**src/rtl/ssd_share_arbiter_if.sv**
```systemverilog
// Bundle between two display requesters and the arbiter that feeds the
// seven-segment driver: request/value/mask in, grants and display fields out.
interface ssd_share_arbiter_if;
    logic        req0;
    logic [15:0] data0;
    logic [3:0]  mask0;
    logic        req1;
    logic [15:0] data1;
    logic [3:0]  mask1;
    logic        gnt0;
    logic        gnt1;
    logic [3:0]  digit0;
    logic [3:0]  digit1;
    logic [3:0]  digit2;
    logic [3:0]  digit3;
    logic [3:0]  mode;
    logic        busy;

    // Arbiter side
    modport slave (
        input  req0, data0, mask0, req1, data1, mask1,
        output gnt0, gnt1, digit0, digit1, digit2, digit3, mode, busy
    );

    // Requester / test-logic side
    modport master (
        output req0, data0, mask0, req1, data1, mask1,
        input  gnt0, gnt1, digit0, digit1, digit2, digit3, mode, busy
    );
endinterface

```
**src/rtl/ssd_share_arbiter.sv**
```systemverilog
// Round-robin owner of the shared 4-digit seven-segment display.
// Each grant is held for at least HOLD_CYCLES cycles; while the owner keeps
// requesting, its value refreshes live, otherwise the last value is frozen
// until the hold time runs out. All outputs are registered.
module ssd_share_arbiter #(
    parameter int HOLD_CYCLES = 100000000,
    parameter int CNT_W       = 27
) (
    input  logic                  clk,
    input  logic                  rst,   // active-low, asynchronous
    ssd_share_arbiter_if.slave    bus
);
    typedef enum logic [1:0] {IDLE, OWN0, OWN1} state_t;

    localparam logic [CNT_W-1:0] LP_LAST = CNT_W'(HOLD_CYCLES - 1);
    localparam logic [CNT_W-1:0] LP_ONE  = CNT_W'(1);

    state_t            r_state;
    logic [CNT_W-1:0]  r_cnt;
    logic              r_last;     // index of the requester served most recently
    logic              r_gnt0;
    logic              r_gnt1;
    logic              r_busy;
    logic [15:0]       r_digits;
    logic [3:0]        r_mode;

    logic              w_expired;
    logic              w_take0;
    logic              w_take1;
    logic              w_drop;
    logic              w_inc;

    assign w_expired = (r_cnt == LP_LAST);

    // Decide this cycle's ownership action: new grant, release, or keep counting
    always_comb begin
        w_take0 = 1'b0;
        w_take1 = 1'b0;
        w_drop  = 1'b0;
        w_inc   = 1'b0;
        case (r_state)
            IDLE: begin
                // On a tie the requester that was not served last wins
                w_take0 = bus.req0 && (!bus.req1 || r_last);
                w_take1 = bus.req1 && !w_take0;
            end
            OWN0: begin
                w_inc   = !w_expired;
                w_take1 = w_expired && bus.req1;
                w_drop  = w_expired && !bus.req1 && !bus.req0;
            end
            OWN1: begin
                w_inc   = !w_expired;
                w_take0 = w_expired && bus.req0;
                w_drop  = w_expired && !bus.req0 && !bus.req1;
            end
            default: ;
        endcase
    end

    // Ownership state machine with registered grants and display fields
    always_ff @(posedge clk or negedge rst) begin
        if (!rst) begin
            r_state  <= IDLE;
            r_cnt    <= '0;
            r_last   <= 1'b1;
            r_gnt0   <= 1'b0;
            r_gnt1   <= 1'b0;
            r_busy   <= 1'b0;
            r_digits <= '0;
            r_mode   <= '0;
        end else if (w_take0) begin
            r_state  <= OWN0;
            r_cnt    <= '0;
            r_last   <= 1'b0;
            r_gnt0   <= 1'b1;
            r_gnt1   <= 1'b0;
            r_busy   <= 1'b1;
            r_digits <= bus.data0;
            r_mode   <= bus.mask0;
        end else if (w_take1) begin
            r_state  <= OWN1;
            r_cnt    <= '0;
            r_last   <= 1'b1;
            r_gnt0   <= 1'b0;
            r_gnt1   <= 1'b1;
            r_busy   <= 1'b1;
            r_digits <= bus.data1;
            r_mode   <= bus.mask1;
        end else if (w_drop) begin
            // Display blanks on release; digits are don't-care while idle
            r_state  <= IDLE;
            r_gnt0   <= 1'b0;
            r_gnt1   <= 1'b0;
            r_busy   <= 1'b0;
            r_mode   <= '0;
        end else begin
            // Counter saturates at expiry so a lone owner can keep the display
            if (w_inc) begin
                r_cnt <= r_cnt + LP_ONE;
            end
            // Live refresh only while the owner still requests; else frozen
            if (r_state == OWN0 && bus.req0) begin
                r_digits <= bus.data0;
                r_mode   <= bus.mask0;
            end else if (r_state == OWN1 && bus.req1) begin
                r_digits <= bus.data1;
                r_mode   <= bus.mask1;
            end
        end
    end

    assign bus.gnt0   = r_gnt0;
    assign bus.gnt1   = r_gnt1;
    assign bus.busy   = r_busy;
    assign bus.mode   = r_mode;
    assign bus.digit0 = r_digits[3:0];
    assign bus.digit1 = r_digits[7:4];
    assign bus.digit2 = r_digits[11:8];
    assign bus.digit3 = r_digits[15:12];
endmodule

```
**src/flat_wrapper.sv**
```systemverilog
// flat-port wrapper written by rule: the top's interface ports become plain ports
module ssd_share_arbiter_flat 
#(
    parameter int HOLD_CYCLES = 100000000,
    parameter int CNT_W       = 27
)
  (clk, rst, bus_req0, bus_data0, bus_mask0, bus_req1, bus_data1, bus_mask1, bus_gnt0, bus_gnt1, bus_digit0, bus_digit1, bus_digit2, bus_digit3, bus_mode, bus_busy);
  ssd_share_arbiter_if bus_i ();
  input  logic clk;
  input  logic rst;
  input wire logic [$bits(bus_i.req0)-1:0] bus_req0;
  input wire logic [$bits(bus_i.data0)-1:0] bus_data0;
  input wire logic [$bits(bus_i.mask0)-1:0] bus_mask0;
  input wire logic [$bits(bus_i.req1)-1:0] bus_req1;
  input wire logic [$bits(bus_i.data1)-1:0] bus_data1;
  input wire logic [$bits(bus_i.mask1)-1:0] bus_mask1;
  output wire logic [$bits(bus_i.gnt0)-1:0] bus_gnt0;
  output wire logic [$bits(bus_i.gnt1)-1:0] bus_gnt1;
  output wire logic [$bits(bus_i.digit0)-1:0] bus_digit0;
  output wire logic [$bits(bus_i.digit1)-1:0] bus_digit1;
  output wire logic [$bits(bus_i.digit2)-1:0] bus_digit2;
  output wire logic [$bits(bus_i.digit3)-1:0] bus_digit3;
  output wire logic [$bits(bus_i.mode)-1:0] bus_mode;
  output wire logic [$bits(bus_i.busy)-1:0] bus_busy;
  assign bus_i.req0 = bus_req0;
  assign bus_i.data0 = bus_data0;
  assign bus_i.mask0 = bus_mask0;
  assign bus_i.req1 = bus_req1;
  assign bus_i.data1 = bus_data1;
  assign bus_i.mask1 = bus_mask1;
  assign bus_gnt0 = bus_i.gnt0;
  assign bus_gnt1 = bus_i.gnt1;
  assign bus_digit0 = bus_i.digit0;
  assign bus_digit1 = bus_i.digit1;
  assign bus_digit2 = bus_i.digit2;
  assign bus_digit3 = bus_i.digit3;
  assign bus_mode = bus_i.mode;
  assign bus_busy = bus_i.busy;
  ssd_share_arbiter #(.HOLD_CYCLES(HOLD_CYCLES), .CNT_W(CNT_W)) u_core (.clk(clk), .rst(rst), .bus(bus_i));
endmodule
```
**config.mk**
```make
export PLATFORM = sky130hd
export DESIGN_NAME = ssd_share_arbiter_flat
export DESIGN_NICKNAME = d
export VERILOG_FILES = /design/src/rtl/ssd_share_arbiter_if.sv /design/src/rtl/ssd_share_arbiter.sv /design/src/flat_wrapper.sv
export SDC_FILE = /design/constraint.sdc
export NUM_CORES = 1
export LEC_CHECK = 0
export BUFFER_PORTS_ARGS = -buffer_cell sky130_fd_sc_hd__buf_4
export CAP_MARGIN = 20
export CORE_MARGIN = 3
export CORE_UTILIZATION = 50
export DETAILED_ROUTE_END_ITERATION = 16
export PLACE_DENSITY = 0.77
export SLEW_MARGIN = 25
export SYNTH_ARGS = -nofsm -noshare
export SYNTH_HDL_FRONTEND = slang
export SYNTH_SLANG_ARGS = --single-unit
export TNS_END_PERCENT = 20
```
**constraint.sdc**
```tcl
create_clock -name clk -period 2.1 [get_ports clk]
set_input_delay 0 -clock clk [delete_from_list [all_inputs] [get_ports clk]]
set_output_delay 0 -clock clk [all_outputs]
set_load 0.01 [all_outputs]
```
==> results of run 1 <==
-- cell families after synthesis --
logic type | count (synthesis) | synth area share (%)
buffers and inverters | 49 | 6.76
xor gates and xnor gates | 5 | 1.40
muxes | 1 | 0.320
DFF | 51 | 40.8
adders and majority gates | 4 | 1.60
AOI/OAI and AO/OA | 122 | 28.5
and+or+nand+nor | 111 | 20.6
-- through the flow --
stage | util [%] | hold slack (ns)
2_1_floorplan | - | -0.296
5_1_grt | 77.6 | 0.00126
3_3_place_gp | 67.2 | 0.0751
4_1_cts | 73.3 | 0.000789
6_report | 77.6 | 0.00204
3_5_place_dp | 67.2 | 0.0845
-- sequential cells by signal, summed over array words and instances, names as in the netlist --
name and cells:
u_core.r_state 2, u_core.r_last 1, u_core.r_cnt 27, u_core.bus.mode 4, u_core.bus.busy 1, u_core.r_digits 16
-- layer usage --
metal  vias to the layer above  routed length [microns]
met1                      1730                     4170
li1                       1586                        -
met3                        48                      817
met2                       209                     5450
met4                         0                      404
met5                         -                        0
-- synthesized netlist by cell type, drive strengths merged, types with 2 or more instances --
| cell type | number |
|---|---|
| a211oi | 4 |
| a21boi | 4 |
| a21o | 3 |
| a21oi | 24 |
| a31o | 2 |
| and2 | 2 |
| and3 | 2 |
| and4 | 4 |
| buf | 16 |
| clkbuf | 6 |
| dfrtp | 50 |
| ha | 4 |
| inv | 27 |
| nand2 | 18 |
| nand3 | 28 |
| nand3b | 2 |
| nand4 | 9 |
| nor2 | 12 |
| nor2b | 2 |
| nor3 | 2 |
| nor4 | 3 |
| nor4b | 3 |
| o2111ai | 2 |
| o211a | 3 |
| o211ai | 7 |
| o21a | 2 |
| o21ai | 17 |
| o221ai | 16 |
| o22ai | 3 |
| o311ai | 16 |
| o31ai | 9 |
| o32a | 3 |
| or3 | 12 |
| or4 | 9 |
| xor2 | 4 |
-- where the power goes --
part / internal (uW) / switching [uW]
sequential: 1030 / 29.9
combinational: 205 / 180
clock: 233 / 350
total: 1470 / 560
-- tightest hold or removal path: stages --
cell and delay (ns):
buf_4 0.11, nand3_1 0.07, o221ai_2 0.09
-- final cells by class --
class,count,area (sq um)
clock inverter,3,20.0
multi-input combinational,243,1920
tap,75,93.8
clock buffer,5,68.8
fill,375,1340
inverter,27,101
timing repair buffer,141,1170
sequential,51,1280
-- worst max-delay path by stage --
stage | endpoint | slack (ns) | cells past startpoint
detailed placement | u_core.bus.mode[1] | -0.17 | 5
floorplan | u_core.bus.mode[0] | -0.01 | 7
CTS | u_core.bus.mode[1] | -0.03 | 5
finish | u_core.r_digits[9] | -0.08 | 7
global placement | u_core.bus.mode[3] | -0.03 | 5
global route | u_core.r_digits[9] | -0.17 | 7
-- what timing repair did --
item	CTS	global route
pin swaps	13	7
hold buffers	20	1
resized for setup	28	42
setup buffers	4	0
hold endpoints to repair	65	1
setup endpoints to repair	22	51
==> key figures, run 1 <==
Status
  • Status: finished, violations left
  • Violated checks: negative setup slack

Global route
  • Met2 Track Usage GR: 44.9%
  • GR met3 Demand/Resource: 4.66%
  • GRT overflow: 0
  • Vias in the first global route: 3274
  • Gr busiest metal: met2
  • Initial antenna violation count: 0
  • All-Layer GR Usage: 27.0%
  • Largest net degree at the start of global routing: 52
  • First-pass GRT wire length: 16000 microns
  • Met1 Track Usage GR: 36.1%

Worst setup path
  • Worst EP arrival: 2.36 ns
  • Crit path largest cell delay: 0.45 ns
  • Crit start category: register
  • Slowest cell on the critical path: dfrtp_2
  • Crit end category: register
  • CP Buf/Inv Count: 2
  • Reg2Reg Launch Point: u_core.r_cnt[11]
  • CP Max Fanout: 12
  • Worst EP required: 2.28 ns
  • Reg2Reg Setup Slack: -0.08 ns
  • Worst setup startpoint: u_core.r_cnt[11]
  • Critical path type: reg -> reg
  • Path depth of the worst reg2reg path: 7
  • CP top delay family: compound AO/OA/AOI/OAI gates
  • Worst r2r dst: u_core.r_digits[9]
  • CP cell instances: nor4b_4 > nand4_1 > buf_4 > o21a_4 > buf_6 > o311ai_1 > o221ai_1

STA
  • Slew Limit Headroom: 56.7%
  • Final Slew Violations: 0
  • RSZ-0062 raised after global routing: yes
  • Fin crit share: 104%
  • Setup TNS Final: -1.04 ns
  • Fmax: 458 MHz
  • Worst-Margin Slew: 0.650 ns
  • Post-route setup slack: -0.0844 ns
  • Final hold viol count: 0
  • Tmin final: 2.18 ns
  • # setup viols final: 20
  • Clock Skews: 0.00877 ns

Worst hold path
  • Worst Hold Launch: bus_data1[0]
  • Hold Path Cell Cnt: 3
  • Hold endpoint: u_core.r_digits[0]
  • Min-Delay Path Class: in -> reg

Drt
  • Vias/cell: 6.56
  • DRC marker count from the first detailed-route iteration: 380
  • Final wirelength: 10800 microns
  • DRC viols: 0
  • Post-route ant nets: 0
  • Avg WL per Cell: 19.9 microns
  • Via count: 3573
  • Drt pass-1 iters: 6

Finish
  • Final Instance Area: 4650 sq um
  • Most common library cell in the layout ignoring fill and taps: buf_4
  • Most frequent cells in the layout: 113 x buf_4, 48 x dfrtp_1, 27 x inv_1
  • Final cell count without fillers: 545
  • Fraction of layout cells with a size suffix above 1: 37.7%
  • # diodes: 0
  • Nets: 517
  • Area grow syn2layout: 48.6%

Yosys
  • Synthesized area per cell: 9.12 sq um
  • Commonest register cell after synthesis: dfrtp_1
  • Async set-reset flop share out of synthesis: 100%
  • Syn_nets: 391
  • Sequential element share of the synthesized area: 40.8%
  • Synth area leader: dfrtp_1
  • Synthesis-stage register bit count: 51
  • Netlist area before placement: 3130 sq um
  • Synth Instances: 343
  • YS warnings: 0
  • Top post-synthesis cells by area: dfrtp_1 40%, o221ai_1 4.5%, o311ai_0 4.5%
  • Distinct cells, synth: 59
  • Top cell type's share of synthesized area: 40.0%
  • Number of flops mapped to enable cells by yosys: 0

Placed design
  • Placed cell area: 4030 sq um
  • Placed Cells: 512
  • Placed wire-length estimate: 6430 microns
  • Port Buffers: 66
  • Gpl congestion: 0.888
  • Pre-CTS WS: -0.172 ns

Clock tree
  • Clock-pin transition on the worst setup and hold timing paths: 0.10 ns
  • Inserted Clock Buffers: 5
  • CTS H-tree lvls: 2
  • Longest Clk Path Bufs: 2
  • CTS tree: yes
  • Worst-skew pair later-pin latency: 0.31 ns
  • Sink count of the clock tree: 51
  • Root Driver: clkbuf_8

Floorplan
  • Placement Rows: 28
  • Die Y: 85.1 microns
  • Die ar.: 7240 sq um
  • Io pins: 67
  • Die Wd: 85.1 microns
  • CORE AREA: 5990 sq um
  • Starting Density: 52.2%

Power
  • Power Total: 2030 uW
  • PD cells: 436 nW/um^2
  • P_leak: 0.00203 uW
  • Peak VDD IR: 0.000314 V

Run
  • Max_cap viols: 0
(Power assumes the default switching activity.)
==> run 2: changes to the inputs <==
- CORE_UTILIZATION: 50 -> 46
- PLACE_DENSITY: 0.77 -> 0.72
==> key figures, run 2 (same netlist as run 1, synthesis figures left out) <==
STA
  • Worst-Margin Slew: 0.664 ns
  • Tmin final: 2.10 ns
  • RSZ-0062 raised after global routing: yes
  • Fmax: 477 MHz
  • Final hold viol count: 0
  • Hold_ws: 0.0112 ns
  • Final Slew Violations: 0
  • Clock Skews: 0.0105 ns
  • Fin crit share: 99.9%
  • Slew Limit Headroom: 55.8%
  • # setup viols final: 0
  • Post-route setup slack: 0.00268 ns
  • Setup TNS Final: 0 ns

Worst setup path
  • Crit path capture: u_core.bus.mode[0]
  • CP Max Fanout: 4
  • CP cell instances: inv_1 > ha_2 > buf_4 > nand2_1 > a21oi_1 > nor4_2 > buf_4 > o211a_1 > o32a_1
  • Crit path largest cell delay: 0.41 ns
  • Worst EP required: 2.29 ns
  • Cell repeated most along the worst path: buf_4
  • Worst EP arrival: 2.29 ns
  • Crit start category: register
  • Crit end category: register
  • Worst r2r dst: u_core.bus.mode[0]
  • Worst setup startpoint: u_core.r_state[1]
  • Reg2Reg Setup Slack: 0.003 ns
  • Slowest cell on the critical path: dfrtp_1
  • Reg2Reg Launch Point: u_core.r_state[1]
  • Critical path type: reg -> reg
  • Path depth of the worst reg2reg path: 9

Global route
  • All-Layer GR Usage: 22.9%
  • Initial antenna violation count: 0
  • Largest net degree at the start of global routing: 52
  • First-pass GRT wire length: 14300 microns
  • GRT overflow: 0
  • Vias in the first global route: 3075

Drt
  • Via count: 3285
  • DRC viols: 0
  • DRC marker count from the first detailed-route iteration: 174
  • Avg WL per Cell: 16.5 microns
  • Post-route ant nets: 0
  • Vias/cell: 6.06
  • Final wirelength: 8940 microns
  • Drt pass-1 iters: 5

Finish
  • Util after Layout: 69.2%
  • Number of flip-flops in the largest register: 27
  • Most common library cell in the layout ignoring fill and taps: buf_4
  • Fill count: 509
  • Nets: 512
  • Biggest register: u_core.r_cnt
  • # diodes: 0
  • Fraction of layout cells with a size suffix above 1: 35.5%
  • Area grow syn2layout: 42.9%
  • Final Instance Area: 4470 sq um
  • Most frequent cells in the layout: 112 x buf_4, 48 x dfrtp_1, 27 x inv_1

Clock tree
  • Inserted Clock Buffers: 5
  • Clock-pin transition on the worst setup and hold timing paths: 0.10 ns
  • CTS H-tree lvls: 2
  • CTS tree: yes
  • Worst-skew pair later-pin latency: 0.30 ns
  • Root Driver: clkbuf_8
  • Longest Clk Path Bufs: 2
  • Sink count of the clock tree: 51

Placed design
  • Port Buffers: 66
  • Gpl congestion: 0.928
  • Placed wire-length estimate: 6010 microns
  • Placed cell area: 4000 sq um
  • Pre-CTS WS: -0.135 ns

Floorplan
  • Die Y: 88.5 microns
  • Starting Density: 48.5%
  • Io pins: 67
  • CORE AREA: 6460 sq um
  • Die Wd: 88.5 microns
  • Placement Rows: 29
  • Die ar.: 7830 sq um

Power
  • Power Internal: 1600 uW
  • Comb pwr share: 16.4%
  • Flop pwr share: 49.9%
  • Clock share of power: 33.7%
  • Net Sw Frac: 24.1%
  • PD cells: 473 nW/um^2
  • Peak VDD IR: 0.000293 V
  • Net switching power: 510 uW
  • P_leak: 0.00200 uW

Worst hold path
  • Min-Delay Path Class: in -> reg

Status
  • Status: finished clean

Run
  • Max_cap viols: 0
run 2: worst min path at each step:
stage                                endpoint  depth (start not counted)     startpoint
after floorplan               u_core.bus.busy                          0            rst
after global placement       u_core.r_cnt[22]                          1            rst
after detailed placement     u_core.r_cnt[22]                          1            rst
after CTS                 u_core.r_digits[10]                          3  bus_data0[10]
after global routing       u_core.r_digits[9]                          3   bus_data1[9]
final                     u_core.r_digits[15]                          3  bus_data1[15]
run 2: power groups by stage:
stage               Sequential (uW)  Combinational [uW]  Clock (uW)
floorplan                      1090                 102           0
global placement               1070                 304           0
detailed placement             1080                 311           0
CTS                            1060                 332         735
global route                   1060                 377         781
finish                         1060                 347         712
run 2: area by class of cell:
class / count / area, sq um / area share (%)
well taps: 77 / 96.3 / 2.15
clock buffers: 6 / 82.6 / 1.85
clock inverters: 2 / 35.0 / 0.783
inverters: 27 / 101 / 2.27
multi-input cells: 243 / 1770 / 39.5
repair buffers: 136 / 1110 / 24.8
flip-flops and latches: 51 / 1280 / 28.6
run 2: repair_timing:
item	in CTS	in global routing
cloned	0	1
endpoints found under the setup margin	22	51
buffers inserted	0	5
gates resized for setup	6	41
hold endpoints to repair	61	5
pin swaps	1	10
hold buffers	13	5
run 2: worst max-delay path: cells and delay by family (launching register included):
family,cells,cell delay [ns]
adder cells (fa/ha/maj),1,0.19
flip-flops,1,0.41
buffers and inverters,3,0.41
AO/OA/AOI/OAI,3,0.83
AND/OR/NAND/NOR,2,0.15
run 2: layer usage:
| layer | vias up | part of all wire [%] | GRT usage, % |
|---|---|---|---|
| li1 | 1578 | - | - |
| met1 | 1564 | 43 | 30.8 |
| met2 | 135 | 51 | 38.3 |
| met3 | 8 | 5.8 | 3.63 |
| met4 | 0 | 1.0 | 6.46 |
| met5 | - | 0 | 0 |
run 2: through the flow:
stage,std cells,total power (uW)
2_1_floorplan,343,1200
5_1_grt,542,2220
3_3_place_gp,510,1380
4_1_cts,531,2120
3_5_place_dp,510,1390
6_report,542,2110
==> run 3: changes to the inputs <==
- CORE_ASPECT_RATIO: default -> 0.5
==> key figures, run 3 (same netlist as run 1, synthesis figures left out) <==
Drt
  • Vias/cell: 6.13
  • Avg WL per Cell: 18.5 microns
  • DRC marker count from the first detailed-route iteration: 283
  • DRC viols: 0
  • Final wirelength: 10300 microns
  • Post-route ant nets: 0
  • Drt pass-1 iters: 6
  • Via count: 3416

Clock tree
  • Inserted Clock Buffers: 5
  • Root Driver: clkbuf_16
  • Clock-pin transition on the worst setup and hold timing paths: 0.07 ns
  • Sink count of the clock tree: 51
  • CTS H-tree lvls: 2
  • Longest Clk Path Bufs: 2
  • Worst-skew pair later-pin latency: 0.29 ns
  • CTS tree: yes

Finish
  • Most frequent cells in the layout: 116 x buf_4, 46 x dfrtp_1, 27 x inv_1
  • Final cell count without fillers: 557
  • Util after Layout: 74.8%
  • Biggest register: u_core.r_cnt
  • Multi-input combinational cell area: 1960 sq um
  • Fill count: 429
  • Most common library cell in the layout ignoring fill and taps: buf_4
  • Register area: 1280 sq um
  • Number of flip-flops in the largest register: 27
  • Nets: 516
  • # diodes: 0
  • Final Instance Area: 4740 sq um
  • Area grow syn2layout: 51.4%
  • Fraction of layout cells with a size suffix above 1: 41.2%

Floorplan
  • Io pins: 67
  • Starting Density: 49.4%
  • Placement Rows: 20
  • Die Wd: 123 microns
  • CORE AREA: 6330 sq um
  • Die ar.: 7890 sq um
  • Die Y: 64.3 microns

Global route
  • Largest net degree at the start of global routing: 52
  • GRT overflow: 0
  • Initial antenna violation count: 0
  • All-Layer GR Usage: 23.7%
  • First-pass GRT wire length: 15100 microns
  • Vias in the first global route: 3350

STA
  • Hold_ws: -0.00855 ns
  • # setup viols final: 9
  • Final Slew Violations: 0
  • Fin crit share: 104%
  • Tmin final: 2.19 ns
  • Final hold viol count: 1
  • Fmax: 457 MHz
  • Post-route setup slack: -0.0863 ns
  • Clock Skews: 0.00553 ns
  • RSZ-0062 raised after global routing: yes
  • Worst-Margin Slew: 0.686 ns
  • Slew Limit Headroom: 54.3%

Worst setup path
  • CP cell instances: nor4b_2 > nand4_1 > buf_4 > o21a_4 > buf_4 > o311ai_2 > o221ai_1
  • Reg2Reg Launch Point: u_core.r_cnt[10]
  • Slowest cell on the critical path: dfrtp_2
  • Cell repeated most along the worst path: buf_4
  • Crit end category: register
  • Reg2Reg Setup Slack: -0.09 ns
  • Crit path capture: u_core.r_digits[0]
  • Crit start category: register
  • Path depth of the worst reg2reg path: 7
  • Worst r2r dst: u_core.r_digits[0]
  • CP top delay family: compound AO/OA/AOI/OAI gates
  • Crit path largest cell delay: 0.44 ns
  • Worst EP required: 2.25 ns
  • Critical path type: reg -> reg
  • Worst setup startpoint: u_core.r_cnt[10]
  • Worst EP arrival: 2.34 ns
  • WP depth: 7
  • CP Buf/Inv Count: 2
  • CP Max Fanout: 6

Power
  • Peak VDD IR: 0.000292 V
  • P_leak: 0.00207 uW
  • PD cells: 480 nW/um^2
  • Power Total: 2270 uW

Placed design
  • Placed wire-length estimate: 6300 microns
  • Placed cell area: 4020 sq um
  • Placed Cells: 523
  • Gpl congestion: 0.886
  • Port Buffers: 66

Worst hold path
  • Hold Path Cell Cnt: 3
  • Min-Delay Path Class: in -> reg
  • Worst Hold Launch: bus_data0[12]

Status
  • Violated checks: negative hold slack, negative setup slack
  • Status: finished, violations left

Run
  • Max_cap viols: 0
[run 3: how the worst min path moves through the flow]
stage                          endpoint
floorplan               u_core.bus.busy
global placement     u_core.r_digits[5]
detailed placement   u_core.r_digits[4]
CTS                  u_core.r_digits[6]
global route        u_core.r_digits[10]
finish              u_core.r_digits[12]
[run 3: final cells by class]
cell class	instances	share of cell area [%]
tap	88	2.32
clock buffer	8	3.30
sequential	51	27.1
timing repair buffer	139	23.8
inverter	27	2.14
multi-input combinational	244	41.4
[run 3: per-layer routing]
metal	GRT usage [%]	vias up	wire length (microns)
li1	-	1595	-
met1	29.0	1678	4330
met2	42.4	126	5260
met3	5.13	17	540
met4	6.42	0	149
met5	0	-	0
[run 3: where the power goes]
part | internal [uW] | switching (uW) | total, uW
registers | 1030 | 28.1 | 1060
logic | 181 | 166 | 348
clock network | 508 | 358 | 866
total | 1720 | 553 | 2270
[run 3: what timing repair did]
item | in CTS | in global routing
gates resized for setup | 12 | 70
gates cloned | 0 | 5
setup buffers | 0 | 10
pin swaps | 1 | 19
hold buffers | 8 | 3
hold endpoints to repair | 57 | 3
setup endpoints to repair | 25 | 51
[run 3: per-stage QoR]
step	worst slack [ns]	TNS (ns)
final	-0.0863	-0.254
after floorplan	-0.0101	-0.0302
after global placement	-0.0410	-0.685
after detailed placement	-0.124	-2.04
after global routing	-0.198	-3.36
after CTS	0.00654	0
[run 3: worst min-delay path, cell delays in order]
cell      delay, ns
buf_4          0.10
o311ai_4       0.09
o221ai_2       0.06
